[src/rtl/ram_word_unpacker_if.sv]
// rtl/ram_word_unpacker_if.sv - command, RAM read port, byte stream and status bundle for ram_word_unpacker
interface ram_word_unpacker_if #(
    parameter int DATA_WIDTH = 3,
    parameter int ADDR_WIDTH = 5
) ();
    logic                    start;
    logic [ADDR_WIDTH-1:0]   start_addr;
    logic [ADDR_WIDTH:0]     word_count;
    logic                    abort;
    logic [ADDR_WIDTH-1:0]   rdaddress;
    logic [DATA_WIDTH*8-1:0] ram_q;
    logic [7:0]              byte_out;
    logic                    byte_valid;
    logic                    byte_ready;
    logic                    byte_last;
    logic                    busy;
    logic                    done;

    modport master (
        input  start, start_addr, word_count, abort, ram_q, byte_ready,
        output rdaddress, byte_out, byte_valid, byte_last, busy, done
    );

    modport slave (
        output start, start_addr, word_count, abort, ram_q, byte_ready,
        input  rdaddress, byte_out, byte_valid, byte_last, busy, done
    );
endinterface

[src/rtl/ram_word_unpacker.sv]
// rtl/ram_word_unpacker.sv - reads RAM words and emits their bytes LSB lane first
module ram_word_unpacker #(
    parameter int DATA_WIDTH = 3,
    parameter int ADDR_WIDTH = 5
) (
    input  logic             clk,
    input  logic             rst,
    ram_word_unpacker_if.master bus
);
    localparam int WORD_BITS = DATA_WIDTH * 8;
    localparam int LANE_BITS = (DATA_WIDTH > 1) ? $clog2(DATA_WIDTH) : 1;
    localparam logic [LANE_BITS-1:0]  TOP_LANE = LANE_BITS'(DATA_WIDTH - 1);
    localparam logic [ADDR_WIDTH:0]   ONE_WORD = (ADDR_WIDTH + 1)'(1);
    localparam logic [ADDR_WIDTH-1:0] ADDR_ONE = ADDR_WIDTH'(1);

    typedef enum logic [1:0] {IDLE, RUN, FINISH} state_t;

    state_t state, state_next;

    logic [ADDR_WIDTH-1:0] rdaddress;
    logic [WORD_BITS-1:0]  shift;
    logic [LANE_BITS-1:0]  lane;
    logic                  shift_valid;
    logic [WORD_BITS-1:0]  hold;
    logic                  hold_valid;
    // issued: rdaddress presents a new read this cycle; due: its data is on ram_q this cycle
    logic                  issued;
    logic                  due;
    // words not yet loaded into the shift register, including the one in flight or held
    logic [ADDR_WIDTH:0]   words_remaining;

    logic accept;
    logic need_word;
    logic launch;
    logic load_hold;
    logic load_q;
    logic fill_hold;
    logic issue_next;
    logic final_accept;

    always_ff @(posedge clk or posedge rst) begin
        if (rst) begin
            state <= IDLE;
        end else begin
            state <= state_next;
        end
    end

    always_comb begin
        state_next   = state;
        accept       = shift_valid && bus.byte_ready;
        need_word    = 1'b0;
        launch       = 1'b0;
        load_hold    = 1'b0;
        load_q       = 1'b0;
        fill_hold    = 1'b0;
        issue_next   = 1'b0;
        final_accept = 1'b0;
        case (state)
            IDLE: begin
                if (bus.start) begin
                    if (bus.word_count == '0) begin
                        state_next = FINISH;
                    end else begin
                        state_next = RUN;
                        launch     = 1'b1;
                    end
                end
            end
            RUN: begin
                if (bus.abort) begin
                    state_next = IDLE;
                end else begin
                    need_word    = !shift_valid || (accept && lane == '0);
                    // the held word is older than anything on ram_q, so it goes first
                    load_hold    = need_word && hold_valid;
                    load_q       = need_word && !hold_valid && due;
                    fill_hold    = due && !load_q;
                    // prefetch only on a shift load, which keeps one read in flight at most
                    issue_next   = (load_hold || load_q) && (words_remaining > ONE_WORD);
                    final_accept = accept && lane == '0 && words_remaining == '0;
                    if (final_accept) begin
                        state_next = FINISH;
                    end
                end
            end
            FINISH: begin
                state_next = IDLE;
            end
            default: begin
                state_next = IDLE;
            end
        endcase
    end

    always_ff @(posedge clk or posedge rst) begin
        if (rst) begin
            rdaddress       <= '0;
            shift           <= '0;
            lane            <= '0;
            shift_valid     <= 1'b0;
            hold            <= '0;
            hold_valid      <= 1'b0;
            issued          <= 1'b0;
            due             <= 1'b0;
            words_remaining <= '0;
        end else begin
            due <= issued;
            if (launch) begin
                rdaddress       <= bus.start_addr;
                issued          <= 1'b1;
                words_remaining <= bus.word_count;
                shift_valid     <= 1'b0;
                hold_valid      <= 1'b0;
            end else if (state == RUN && bus.abort) begin
                issued          <= 1'b0;
                due             <= 1'b0;
                shift_valid     <= 1'b0;
                hold_valid      <= 1'b0;
                words_remaining <= '0;
            end else if (state == RUN) begin
                issued <= issue_next;
                if (issue_next) begin
                    rdaddress <= rdaddress + ADDR_ONE;
                end
                if (load_hold || load_q) begin
                    shift           <= load_hold ? hold : bus.ram_q;
                    lane            <= TOP_LANE;
                    shift_valid     <= 1'b1;
                    words_remaining <= words_remaining - ONE_WORD;
                end else if (accept) begin
                    if (lane == '0) begin
                        shift_valid <= 1'b0;
                    end else begin
                        shift <= shift >> 8;
                        lane  <= lane - 1'b1;
                    end
                end
                if (load_hold) begin
                    hold_valid <= 1'b0;
                end
                if (fill_hold) begin
                    hold       <= bus.ram_q;
                    hold_valid <= 1'b1;
                end
            end else begin
                issued <= 1'b0;
            end
        end
    end

    assign bus.rdaddress  = rdaddress;
    assign bus.byte_out   = shift[7:0];
    assign bus.byte_valid = shift_valid;
    assign bus.byte_last  = shift_valid && lane == '0 && words_remaining == '0;
    assign bus.busy       = (state == RUN);
    assign bus.done       = (state == FINISH);
endmodule
[src/flat_wrapper.sv]
// flat-port wrapper written by rule: the top's interface ports become plain ports
module ram_word_unpacker_flat 
#(
    parameter int DATA_WIDTH = 3,
    parameter int ADDR_WIDTH = 5
)
  (clk, rst, bus_start, bus_start_addr, bus_word_count, bus_abort, bus_ram_q, bus_byte_ready, bus_rdaddress, bus_byte_out, bus_byte_valid, bus_byte_last, bus_busy, bus_done);
  ram_word_unpacker_if #(.DATA_WIDTH(DATA_WIDTH), .ADDR_WIDTH(ADDR_WIDTH)) bus_i ();
  input  logic clk;
  input  logic rst;
  input wire logic [$bits(bus_i.start)-1:0] bus_start;
  input wire logic [$bits(bus_i.start_addr)-1:0] bus_start_addr;
  input wire logic [$bits(bus_i.word_count)-1:0] bus_word_count;
  input wire logic [$bits(bus_i.abort)-1:0] bus_abort;
  input wire logic [$bits(bus_i.ram_q)-1:0] bus_ram_q;
  input wire logic [$bits(bus_i.byte_ready)-1:0] bus_byte_ready;
  output wire logic [$bits(bus_i.rdaddress)-1:0] bus_rdaddress;
  output wire logic [$bits(bus_i.byte_out)-1:0] bus_byte_out;
  output wire logic [$bits(bus_i.byte_valid)-1:0] bus_byte_valid;
  output wire logic [$bits(bus_i.byte_last)-1:0] bus_byte_last;
  output wire logic [$bits(bus_i.busy)-1:0] bus_busy;
  output wire logic [$bits(bus_i.done)-1:0] bus_done;
  assign bus_i.start = bus_start;
  assign bus_i.start_addr = bus_start_addr;
  assign bus_i.word_count = bus_word_count;
  assign bus_i.abort = bus_abort;
  assign bus_i.ram_q = bus_ram_q;
  assign bus_i.byte_ready = bus_byte_ready;
  assign bus_rdaddress = bus_i.rdaddress;
  assign bus_byte_out = bus_i.byte_out;
  assign bus_byte_valid = bus_i.byte_valid;
  assign bus_byte_last = bus_i.byte_last;
  assign bus_busy = bus_i.busy;
  assign bus_done = bus_i.done;
  ram_word_unpacker #(.DATA_WIDTH(DATA_WIDTH), .ADDR_WIDTH(ADDR_WIDTH)) u_core (.clk(clk), .rst(rst), .bus(bus_i));
endmodule
[config.mk]
export PLATFORM = sky130hd
export DESIGN_NAME = ram_word_unpacker_flat
export DESIGN_NICKNAME = d
export VERILOG_FILES = /design/src/rtl/ram_word_unpacker_if.sv /design/src/rtl/ram_word_unpacker.sv /design/src/flat_wrapper.sv
export SDC_FILE = /design/constraint.sdc
export NUM_CORES = 1
export LEC_CHECK = 0
export CAP_MARGIN = 20
export CORE_MARGIN = 1.5
export CORE_UTILIZATION = 54
export CTS_CLUSTER_SIZE = 14
export DETAILED_ROUTE_END_ITERATION = 16
export PLACE_DENSITY = 0.77
export REMOVE_ABC_BUFFERS = 1
export SLEW_MARGIN = 25
export SYNTH_ARGS = -nofsm -noshare
export SYNTH_HDL_FRONTEND = slang
export SYNTH_SLANG_ARGS = --single-unit
[constraint.sdc]
create_clock -name clk -period 2.7 [get_ports clk]
set_clock_uncertainty 0.1 [all_clocks]
set_input_delay 0.54 -clock clk [delete_from_list [all_inputs] [get_ports clk]]
set_output_delay 0.54 -clock clk [all_outputs]
set_load 0.01 [all_outputs]
; ---- After elaboration in Yosys (flattened, before gate mapping)
; Index checks and enable logic that the tools add are counted.
[totals]
regBits = 67
latchBits = 0
ram_bits = 0
romBits = 0
in_bits = 40
output_inout_bits = 17
elab_cells = 105
mem_count = 0
[classes]
n_addsub = 3
mul = 0
n_div = 0
n_lt_le_gt_ge = 1
eq_ne = 6
shifts = 0
n_mux = 47
bitwise = 2
reduce_logical = 36
[op_table]
columns = cell, n
row1 = 2-to-1 mux 24 bit, 4
row2 = 2-to-1 mux 1 bit, 27
row3 = 2-to-1 mux 6 bit, 4
row4 = 2-to-1 mux 5 bit, 4
row5 = 2-to-1 mux 2 bit, 7
row6 = logical NOT 6 bit, 2
row7 = nonzero test 4 bit, 3
row8 = logical AND 1 bit, 11
row9 = > comparator 6 x 1 -> 1 bit (second input constant), 1
row10 = AND reduction 2 bit, 3
row11 = AND reduction 3 bit, 2
row12 = nonzero test 2 bit, 3
row13 = nonzero test 3 bit, 2
row14 = subtractor 6 x 1 -> 6 bit (second input constant), 1
row15 = adder 5 x 1 -> 5 bit (second input constant), 1
row16 = AND reduction 5 bit, 1
row17 = logical NOT 2 bit, 2
row18 = != test 2 bit (second input constant), 2
row19 = case mux 2 bit (2 select lines), 1
row20 = AND reduction 4 bit, 1
row21 = logical NOT 1 bit, 3
row22 = logical OR 1 bit, 3
row23 = != test 3 x 2 -> 1 bit (second input constant), 1
row24 = == test 2 x 1 -> 1 bit (second input constant), 1
row25 = 4 further kinds, 5

; ---- Logic depth before layout (Yosys ltp)
; Gate-level depths: netlist (run 1).
[depth]
depth_word = 13
depth_mapped = 8
ltp_nobuf = 6

; ---- Worst setup path before layout (run 1)
; Ideal clock, no wire load.
[synth_path]
kind = reg2out
start = reg u_core.words_remaining[0]
end = out bus_byte_last
arrival_ps = 1614
required_time_ps = 2060
setup_slack_ps = 446
path_stages_with_launch = 5
n_path_buf = 0
path_cell_list = dfrtp_1 > inv_1 > ha_1 > or3b_2 > nor4_1
[synth_between]
elab_chain_cells = 2
[synth_rtl]
columns = item, line
row1 = from (decl), ram_word_unpacker.sv:30  ; logic [ADDR_WIDTH:0] words_remaining;
row2 = from (signal assigned), ram_word_unpacker.sv:112  ; words_remaining <= bus.word_count;
row3 = from (signal assigned), ram_word_unpacker.sv:130  ; words_remaining <= words_remaining - ONE_WORD;
row4 = logical NOT 6 bit, ram_word_unpacker.sv:155  ; assign bus.byte_last = shift_valid && lane == '0 && words_remaining == '0;
row5 = logical AND 1 bit, ram_word_unpacker.sv:155
row6 = to (decl), flat_wrapper.sv:20  ; output wire logic [$bits(bus_i.byte_last)-1:0] bus_byte_last;
; No other way between the ends.

; ---- Worst setup path in the final report (run 1)
; Same ends and word-level chain as after synthesis.

==> run metrics, run 1 <==
CTS Buf Count=9; Post-CTS Hold Buffers=0; CP Launch Type=flip-flop; Final Net Count=between 400 and 500; Clock Sinks=67; critical path cell sequence=inv_1 -> ha_1 -> or3b_2 -> nor4_4 -> clkbuf_2; CP Capture Type=primary output; gr ovfl total=0; worst-path maximum fanout=3; GP Congestion=about 0.95; initial antenna violation count=0; Critical Path AT=1910 ps; synth warn=0; WL per Instance=17.11 um; f_max=a little under 0.4 GHz; largest net degree at the start of global routing=35; RSZ-0062 raised after global routing=no; Root Buffer=clkbuf_8; Gate Count Post-Synth=about 380; Max transition margin=72.22%; Worst Hold Class=flip-flop to flip-flop; mapped cell area=3623 um2; DIE WIDTH=84.92 um; total track usage=26.65%; DIE AREA=7211 um2; # setup viols final=0; setup bufs post-CTS=0; fraction of layout cells with a size suffix above 1=roughly 18%; I/O pin cnt=57; vias in the first global route=around 3,200; Setup Crit Path Kind=flip-flop to primary output; Setup TNS=0 ps; fin crit share=between 90% and 100%; Req. time, crit path=2060 ps; CTS tree=yes; Worst VDD drop=approximately 0.47 mV; Tmin final=2551 ps; Starting Density=56.42%; clk_lat worst skew=340 ps; Finished Core Util=71.58%; Die Y=84.92 um; Ant. Diodes=0; FFs w/ async S/R, synth=100.0%; non-filler cells, final=522; remaining antenna violation count after routing=0; drt first pass iters=10; H-tree depth=3; clk buf depth=2; total power per unit cell area=985.9 nW/um2; via count=3,197; CP peak stage delay=520 ps; vias per inst=approximately 6.1; core area=6422 um2; sequential-to-total area share from yosys stat=46.27%; port bufs=56; status=finished with violations; Final Hold Viols=0; HPWL Detailed=6.153 mm; largest cells by area after synthesis=dfrtp_1, mux2_2, nand2_1; first-pass GRT wire length=15.29 mm; post-synthesis register bit count=67; fin. max-slew vios=0; placed cells=507; Mean Syn Cell Area=9.663 um2; failing checks=DRC; starting DRC count in detailed routing=228; Synth area leader=dfrtp_1; DRC viols=6; Lkg Pwr=between 2 and 2.5 nW; routed wire length=approximately 8.9 mm; Yosys cell types=46; Worst Tran Pin Value=416.1 ps; number of flops mapped to enable cells by yosys=0; Clock transition at path regs=70 ps; CP max stage cell=or3b_2; floorplan row count=29; main flop type after synthesis=dfrtp_1; area delta synth->final=26.86%; Synth top area share=46.27%; max-cap violation count=0
cell usage in the layout, fill, tap and decap left out, drive strengths merged, types with 3 or more instances in the layout:
cell type / instances
nand2: 36
nand4: 17
nor2b: 3
dfrtp: 67
a22oi: 3
a21o: 17
o311ai: 3
nand2b: 18
nand3: 20
or4: 4
nor2: 25
o211ai: 5
o21ai: 18
a2bb2oi: 3
clkbuf: 13
mux2: 24
o31ai: 4
inv: 11
mux2i: 8
nor3: 6
clkdlybuf4s50: 55
a31oi: 5
buf: 34
a41oi: 15
a21oi: 4
ha: 4
where the power goes:
| group | switching, W | leakage, nW | internal (W) | total, W |
|---|---|---|---|---|
| Sequential | 0.000325 | 0.845 | 0.00147 | 0.00179 |
| Combinational | 0.000943 | 1.15 | 0.00101 | 0.00195 |
| Clock | 0.000365 | 0.0902 | 0.000420 | 0.000785 |
worst max-delay path, delay by kind of cell, from the launching register on:
kind	cells	cell delay [ps]
buffers and inverters	2	260
adder cells (fa/ha/maj)	1	170
flip-flops	1	380
AND/OR/NAND/NOR	2	770
cells in the mapped netlist (2+ instances only):
library cell	n
mux2i_1	8
o31ai_1	3
o21ai_0	18
o311ai_0	2
ha_1	4
nand3b_1	2
inv_1	11
a2bb2oi_1	3
a41oi_1	15
nand2b_1	18
nand4_1	17
a21o_1	17
dfrtp_1	67
or3_1	2
buf_4	9
or4_1	4
a22oi_1	3
nor3_1	6
clkbuf_1	24
nor2_1	25
nor2b_1	3
nand2_1	36
nand3_1	20
nor3b_1	2
o211ai_1	5
a21oi_1	4
mux2_2	24
a31oi_1	5
final cells by class:
cell class	instances	area, um2
Multi-Input combinational cell	262	1759
Fill cell	478	1826
Timing Repair Buffer	90	848.3
Sequential cell	67	1677
Clock buffer	12	135.1
Tap cell	77	96.34
Clock inverter	3	40.04
Inverter	11	41.29
flip-flops by register name (all words and copies together), names as in the netlist, 2 cells and up:
name / flops
u_core.hold: 24
u_core.shift: 24
u_core.words_remaining: 6
u_core.bus.rdaddress: 5
u_core.state: 2
u_core.lane: 2
cells by family (layout without fill, tap and decap cells):
kind of cell,after synthesis,in the layout,share of synthesized area [%]
AOI/OAI and AO/OA,86,86,17.40
adders and majority gates,4,4,1.381
buffers and inverters,46,116,5.732
DFF,67,67,46.27
muxes,32,32,9.669
and+or+nand+nor,140,140,19.54
final timing paths:
path / start / to / slack, ps / cells past startpoint
max: u_core.words_remaining[0]$_DFFE_PP0P_ / bus_byte_last / 150 / 5
min: u_core.issued$_DFF_PP0_ / u_core.due$_DFF_PP0_ / 350 / 1
max reg2reg: u_core.state[0]$_DFFE_PP0P_ / u_core.bus.rdaddress[3]$_DFFE_PP0P_ / 350 / 4
min reg2reg: u_core.issued$_DFF_PP0_ / u_core.due$_DFF_PP0_ / 350 / 1
max in group asynchronous: rst / u_core.shift[7]$_DFFE_PP0P_ / 1510 / 3
min in group asynchronous: rst / u_core.hold[20]$_DFFE_PP0P_ / 400 / 2
per-layer routing:
layer | track usage (%) | wire length, um
met5 | 0 | 0
met1 | 36.35 | 3957
met4 | 10.73 | 207
met3 | 4.280 | 496
met2 | 42.84 | 4270
what timing repair did:
action / CTS / global route
endpoints found under the setup margin: 1 / 1
hold endpoints to repair: 0 / 0
resized for setup: 3 / 2
through the flow:
stage          total power, W  cell area, um2  hold slack, ps  worst slack (ps)
2_1_floorplan        0.002897            3457           327.7            -807.2
3_3_place_gp         0.003629            4412           331.0            -41.55
3_5_place_dp         0.003723            4412           337.0            -127.9
4_1_cts              0.004526            4601           352.4             11.23
5_1_grt              0.004860            4597           373.3             16.49
6_report             0.004532            4597           351.3             149.0
(Power assumes the default switching activity.)
==> inputs of run 2 (changes only) <==
Settings changed: CORE_UTILIZATION 54 to 60, DONT_BUFFER_PORTS set to 1, PLACE_DENSITY 0.77 to 0.73.
==> run 2 against run 1 <==
Compared with the run above:
- the run now ends clean
- sequential share of layout area grew 6.6 points
- worst setup slack worse by 55 ps
- via count fell by 11%
- global-route usage down 0.44 points
- critical endpoint unchanged
- largest cell class unchanged
- highest routed layer unchanged
==> run metrics, run 2 (synthesis results as in run 1) <==
max-cap violation count=0; clk buf depth=2; total track usage=26.20%; I/O pin cnt=57; HPWL Detailed=roughly 5.3 mm; Reg-to-Reg End=u_core.bus.rdaddress[4]$_DFFE_PP0P_; most common cell after layout, fill and taps aside=dfrtp_1; H-tree depth=3; DIE AREA=6514 um2; dpl cell area=3696 um2; total power per unit cell area=roughly 1100 nW/um2; Final Hold Viols=0; Req. time, crit path=about 2100 ps; Tmin final=2606 ps; Clock Sinks=67; CTS tree=yes; f_max=approximately 0.38 GHz; WL per Instance=17.87 um; DIE WIDTH=80.71 um; floorplan row count=28; Setup TNS=0 ps; Starting Density=around 62%; first-pass GRT wire length=12.83 mm; gr ovfl total=0; Regs by FF count=u_core.hold x24, u_core.shift x24, u_core.words_remaining x6; Final Net Count=411; fraction of layout cells with a size suffix above 1=17.20%; port bufs=0; Sequential Power Share=45.3%; Max transition margin=51.18%; setup bufs post-CTS=0; fin. max-slew vios=0; most frequent cells in the layout=dfrtp_1, nand2_1, nor2_1; Critical Path AT=between 1500 and 2000 ps; CP Launch Type=flip-flop; Worst VDD drop=about 0.56 mV; CTS resizes=0; clk_lat worst skew=340 ps; # setup viols final=0; Lkg Pwr=between 1.5 and 2 nW; Reg2Reg Setup Slack=340 ps; worst-path maximum fanout=5; CP Capture Type=primary output; GP Congestion=~0.90; routed wire length=approximately 8 mm; initial antenna violation count=0; drt first pass iters=4; Die Y=slightly above 80 um; Comb pwr share=35.3%; Internal Power=roughly 0.0026 W; Post-CTS Hold Buffers=0; Setup Crit Path Kind=flip-flop to primary output; cell area after layout=3890 um2; Worst Hold Class=primary input to async pin; remaining antenna violation count after routing=0; worst r2r src=u_core.state[1]$_DFFE_PP0P_; vias in the first global route=2,614; vias per inst=6.383; area delta synth->final=7.355%; starting DRC count in detailed routing=314; hold_ws=48.84 ps; Root Buffer=clkbuf_8; fin crit share=a little over nine tenths; DRC viols=0; Reg2Reg Depth=4; Ant. Diodes=0; clock network power share=19.5%; CTS Buf Count=9; switch share=37.43%; status=finished clean; core area=roughly 5900 um2; Worst Tran Pin Value=726.1 ps; via count=2,853; NetSw=0.001552 W; largest net degree at the start of global routing=41; Clock transition at path regs=80 ps
==> run 2: power groups by stage <==
stage          sequential, W  clock [W]  combinational, W
2_1_floorplan        0.00180          0           0.00109
5_1_grt              0.00194   0.000867           0.00163
6_report             0.00188   0.000808           0.00146
3_5_place_dp         0.00188          0           0.00144
3_3_place_gp         0.00186          0           0.00140
4_1_cts              0.00186   0.000823           0.00145
==> run 2: critical path, cell delays in order, from the launching register on <==
cell and delay, ps:
dfrtp_1 420, inv_1 110, ha_2 210, or3b_2 500, nor4_2 220, buf_4 170
==> run 2: cell type report <==
cell class	instances	area [um2]
timing repair buffer	16	132.6
inverter	11	41.29
fill	465	1996
clock inverter	5	53.80
clock buffer	11	131.4
sequential	67	1677
multi-input combinational	262	1760
tap	75	93.84
==> run 2: worst max-delay path by stage <==
stage | depth (start not counted) | slack, ps | endpoint | from
floorplan | 3 | -810 | u_core.hold[0]$_DFFE_PP0P_ | bus_abort
global placement | 4 | 350 | u_core.bus.rdaddress[3]$_DFFE_PP0P_ | bus_abort
detailed placement | 4 | 300 | u_core.bus.rdaddress[3]$_DFFE_PP0P_ | bus_abort
CTS | 5 | 60 | bus_byte_last | u_core.words_remaining[0]$_DFFE_PP0P_
global route | 5 | -20 | bus_byte_last | u_core.words_remaining[0]$_DFFE_PP0P_
finish | 5 | 90 | bus_byte_last | u_core.words_remaining[0]$_DFFE_PP0P_
==> run 2: layer usage <==
metal  part of all wire [%]  global-route usage (%)  routed length, um
met1                     47                   37.67               3756
met2                     45                   38.32               3565
met3                    7.4                   7.614                593
met4                   0.89                   7.931                 71
met5                      0                       0                  0
==> run 2: per-stage QoR <==
step,worst slack [ps],util (%),power (W),cells
CTS,57.31,65.94,0.004138,447
finish,93.82,66.09,0.004146,447
global route,-18.72,66.09,0.004436,447
floorplan,-807.2,-,0.002897,340
detailed placement,303.6,62.80,0.003319,431
global placement,345.3,62.67,0.003263,431
==> inputs of run 3 (changes only) <==
Settings changed: CORE_MARGIN 1.5 to 3.
==> run 3 against run 2 <==
Compared with the run above:
- wire length rose by 6.3%
- cell count fell by 0.45%
- worst hold slack improved by 180 ps
- critical endpoint unchanged
- highest routed layer unchanged
==> run metrics, run 3 (synthesis results as in run 1) <==
clk buf depth=2; fraction of layout cells with a size suffix above 1=roughly 17%; Final Hold Viols=0; remaining antenna violation count after routing=0; Root Buffer=clkbuf_8; CP Launch Type=flip-flop; starting DRC count in detailed routing=around 270; CTS tree=yes; clock network power share=20.8%; Worst Setup SP=u_core.words_remaining[1]$_DFFE_PP0P_; clk_lat worst skew=340 ps; non-filler cells, final=445; most common cell after layout, fill and taps aside=dfrtp_1; Max transition margin=between 50% and 60%; Reg2Reg Depth=4; Worst Tran Pin Value=701.9 ps; worst r2r src=u_core.state[1]$_DFFE_PP0P_; switch share=a little under two fifths; HPWL Detailed=5.537 mm; worst-path maximum fanout=4; CP peak stage delay=480 ps; DRC viols=0; fin. max-slew vios=0; CTS Buf Count=9; Setup TNS=0 ps; initial antenna violation count=0; status=finished clean; first-pass GRT wire length=14.46 mm; Clock transition at path regs=70 ps; fin crit share=97.23%; Reg-to-Reg End=u_core.bus.rdaddress[3]$_DFFE_PP0P_; floorplan row count=27; port bufs=0; f_max=0.3809 GHz; Starting Density=63.84%; RSZ-0062 raised after global routing=no; Internal Power=0.002655 W; # setup viols final=0; Worst Hold Class=primary input to flip-flop; WL per Instance=19.08 um; Worst VDD drop=approximately 0.56 mV; H-tree depth=3; core area=5675 um2; I/O pin cnt=57; Setup Crit Path Kind=flip-flop to primary output; area delta synth->final=8.080%; Regs by FF count=u_core.hold x24, u_core.shift x24, u_core.words_remaining x6; CP max stage cell=or3b_2; total power=0.004259 W; Ant. Diodes=0; critical path cell sequence=inv_1 -> ha_2 -> or3b_2 -> nor4_1 -> buf_4; DIE AREA=7007 um2; Sequential Power Share=44.1%; routed wire length=approximately 8.5 mm; Comb pwr share=about a third; Final Net Count=412; Die Y=83.71 um; CP Capture Type=primary output; vias in the first global route=2,897; Clock Sinks=67; drt first pass iters=7; Tmin final=2625 ps; DIE WIDTH=83.71 um; Lkg Pwr=about 1.8 nW; total power per unit cell area=1088 nW/um2; gr ovfl total=0; Req. time, crit path=between 2000 and 2500 ps; vias per inst=6.474; Critical Path AT=roughly 2000 ps; most frequent cells in the layout=dfrtp_1, nand2_1, nor2_1; total track usage=25.62%; via count=about 2,900; largest net degree at the start of global routing=53; placed cells=~430; max-cap violation count=0; GP Congestion=0.8181; NetSw=0.001604 W; Reg2Reg Setup Slack=260 ps; crit path to=bus_byte_last
run 3: changes by cell type in the layout (fill, tap and decap cells not counted), sizes merged:
cell and delta:
clkinv -2, dlygate4sd3 +1, clkinvlp +1, inv +1
run 3: power by group through the flow:
| stage | Clock, W | Combinational (W) | Sequential, W |
|---|---|---|---|
| 6_report | 0.000886 | 0.00149 | 0.00188 |
| 3_3_place_gp | 0 | 0.00138 | 0.00186 |
| 2_1_floorplan | 0 | 0.00109 | 0.00180 |
| 4_1_cts | 0.000895 | 0.00146 | 0.00188 |
| 3_5_place_dp | 0 | 0.00144 | 0.00189 |
| 5_1_grt | 0.000945 | 0.00169 | 0.00194 |
run 3: worst min-delay path by stage:
stage                                 start                                     to  slack (ps)  depth (start not counted)
finish                    bus_word_count[1]  u_core.words_remaining[1]$_DFFE_PP0P_         230                          2
global route                   bus_ram_q[9]             u_core.hold[9]$_DFFE_PP0P_         220                          1
CTS                       bus_word_count[1]  u_core.words_remaining[1]$_DFFE_PP0P_         210                          2
detailed placement                      rst            u_core.shift[7]$_DFFE_PP0P_         320                          1
global placement                        rst    u_core.bus.rdaddress[4]$_DFFE_PP0P_         320                          1
floorplan           u_core.issued$_DFF_PP0_                   u_core.due$_DFF_PP0_         330                          1
run 3: stage by stage:
| step | setup slack, ps | area [um2] | utilization [%] | hold slack [ps] |
|---|---|---|---|---|
| 2_1_floorplan | -807.2 | 3457 | - | 327.7 |
| 3_3_place_gp | 300.1 | 3670 | 64.66 | 321.9 |
| 3_5_place_dp | 200.7 | 3677 | 64.79 | 320.4 |
| 4_1_cts | 72.22 | 3899 | 68.69 | 214.1 |
| 5_1_grt | 23.22 | 3916 | 69.00 | 219.8 |
| 6_report | 74.82 | 3916 | 69.00 | 230.0 |
run 3: cell type report:
type,count,area [um2]
repair buffers,17,142.6
inverters,11,41.29
clock buffers,11,151.4
clock inverters,5,60.06
well taps,72,90.09
fillers,420,1759
flip-flops and latches,67,1677
multi-input cells,262,1754
run 3: per-layer routing:
| metal | up-vias | routed length, um | GRT usage, % |
|---|---|---|---|
| met5 | - | 0 | 0 |
| met4 | 0 | 159 | 10.23 |
| met3 | 13 | 662 | 6.022 |
| met2 | 121 | 3911 | 39.41 |
| met1 | 1401 | 3757 | 35.07 |
| li1 | 1346 | - | - |
run 3: worst max-delay path: cells and delay by family, from the launching register on:
family	cells	cell delay [ps]
AND/OR/NAND/NOR	2	740
flip-flops	1	420
buffers and inverters	2	280
adder cells (fa/ha/maj)	1	200
run 3: repair_timing:
action	4_1_cts	5_1_grt
gates resized for setup	0	1
setup endpoints to repair	0	1
hold buffers	1	0
endpoints found under the hold margin	15	0
setup buffers	0	2
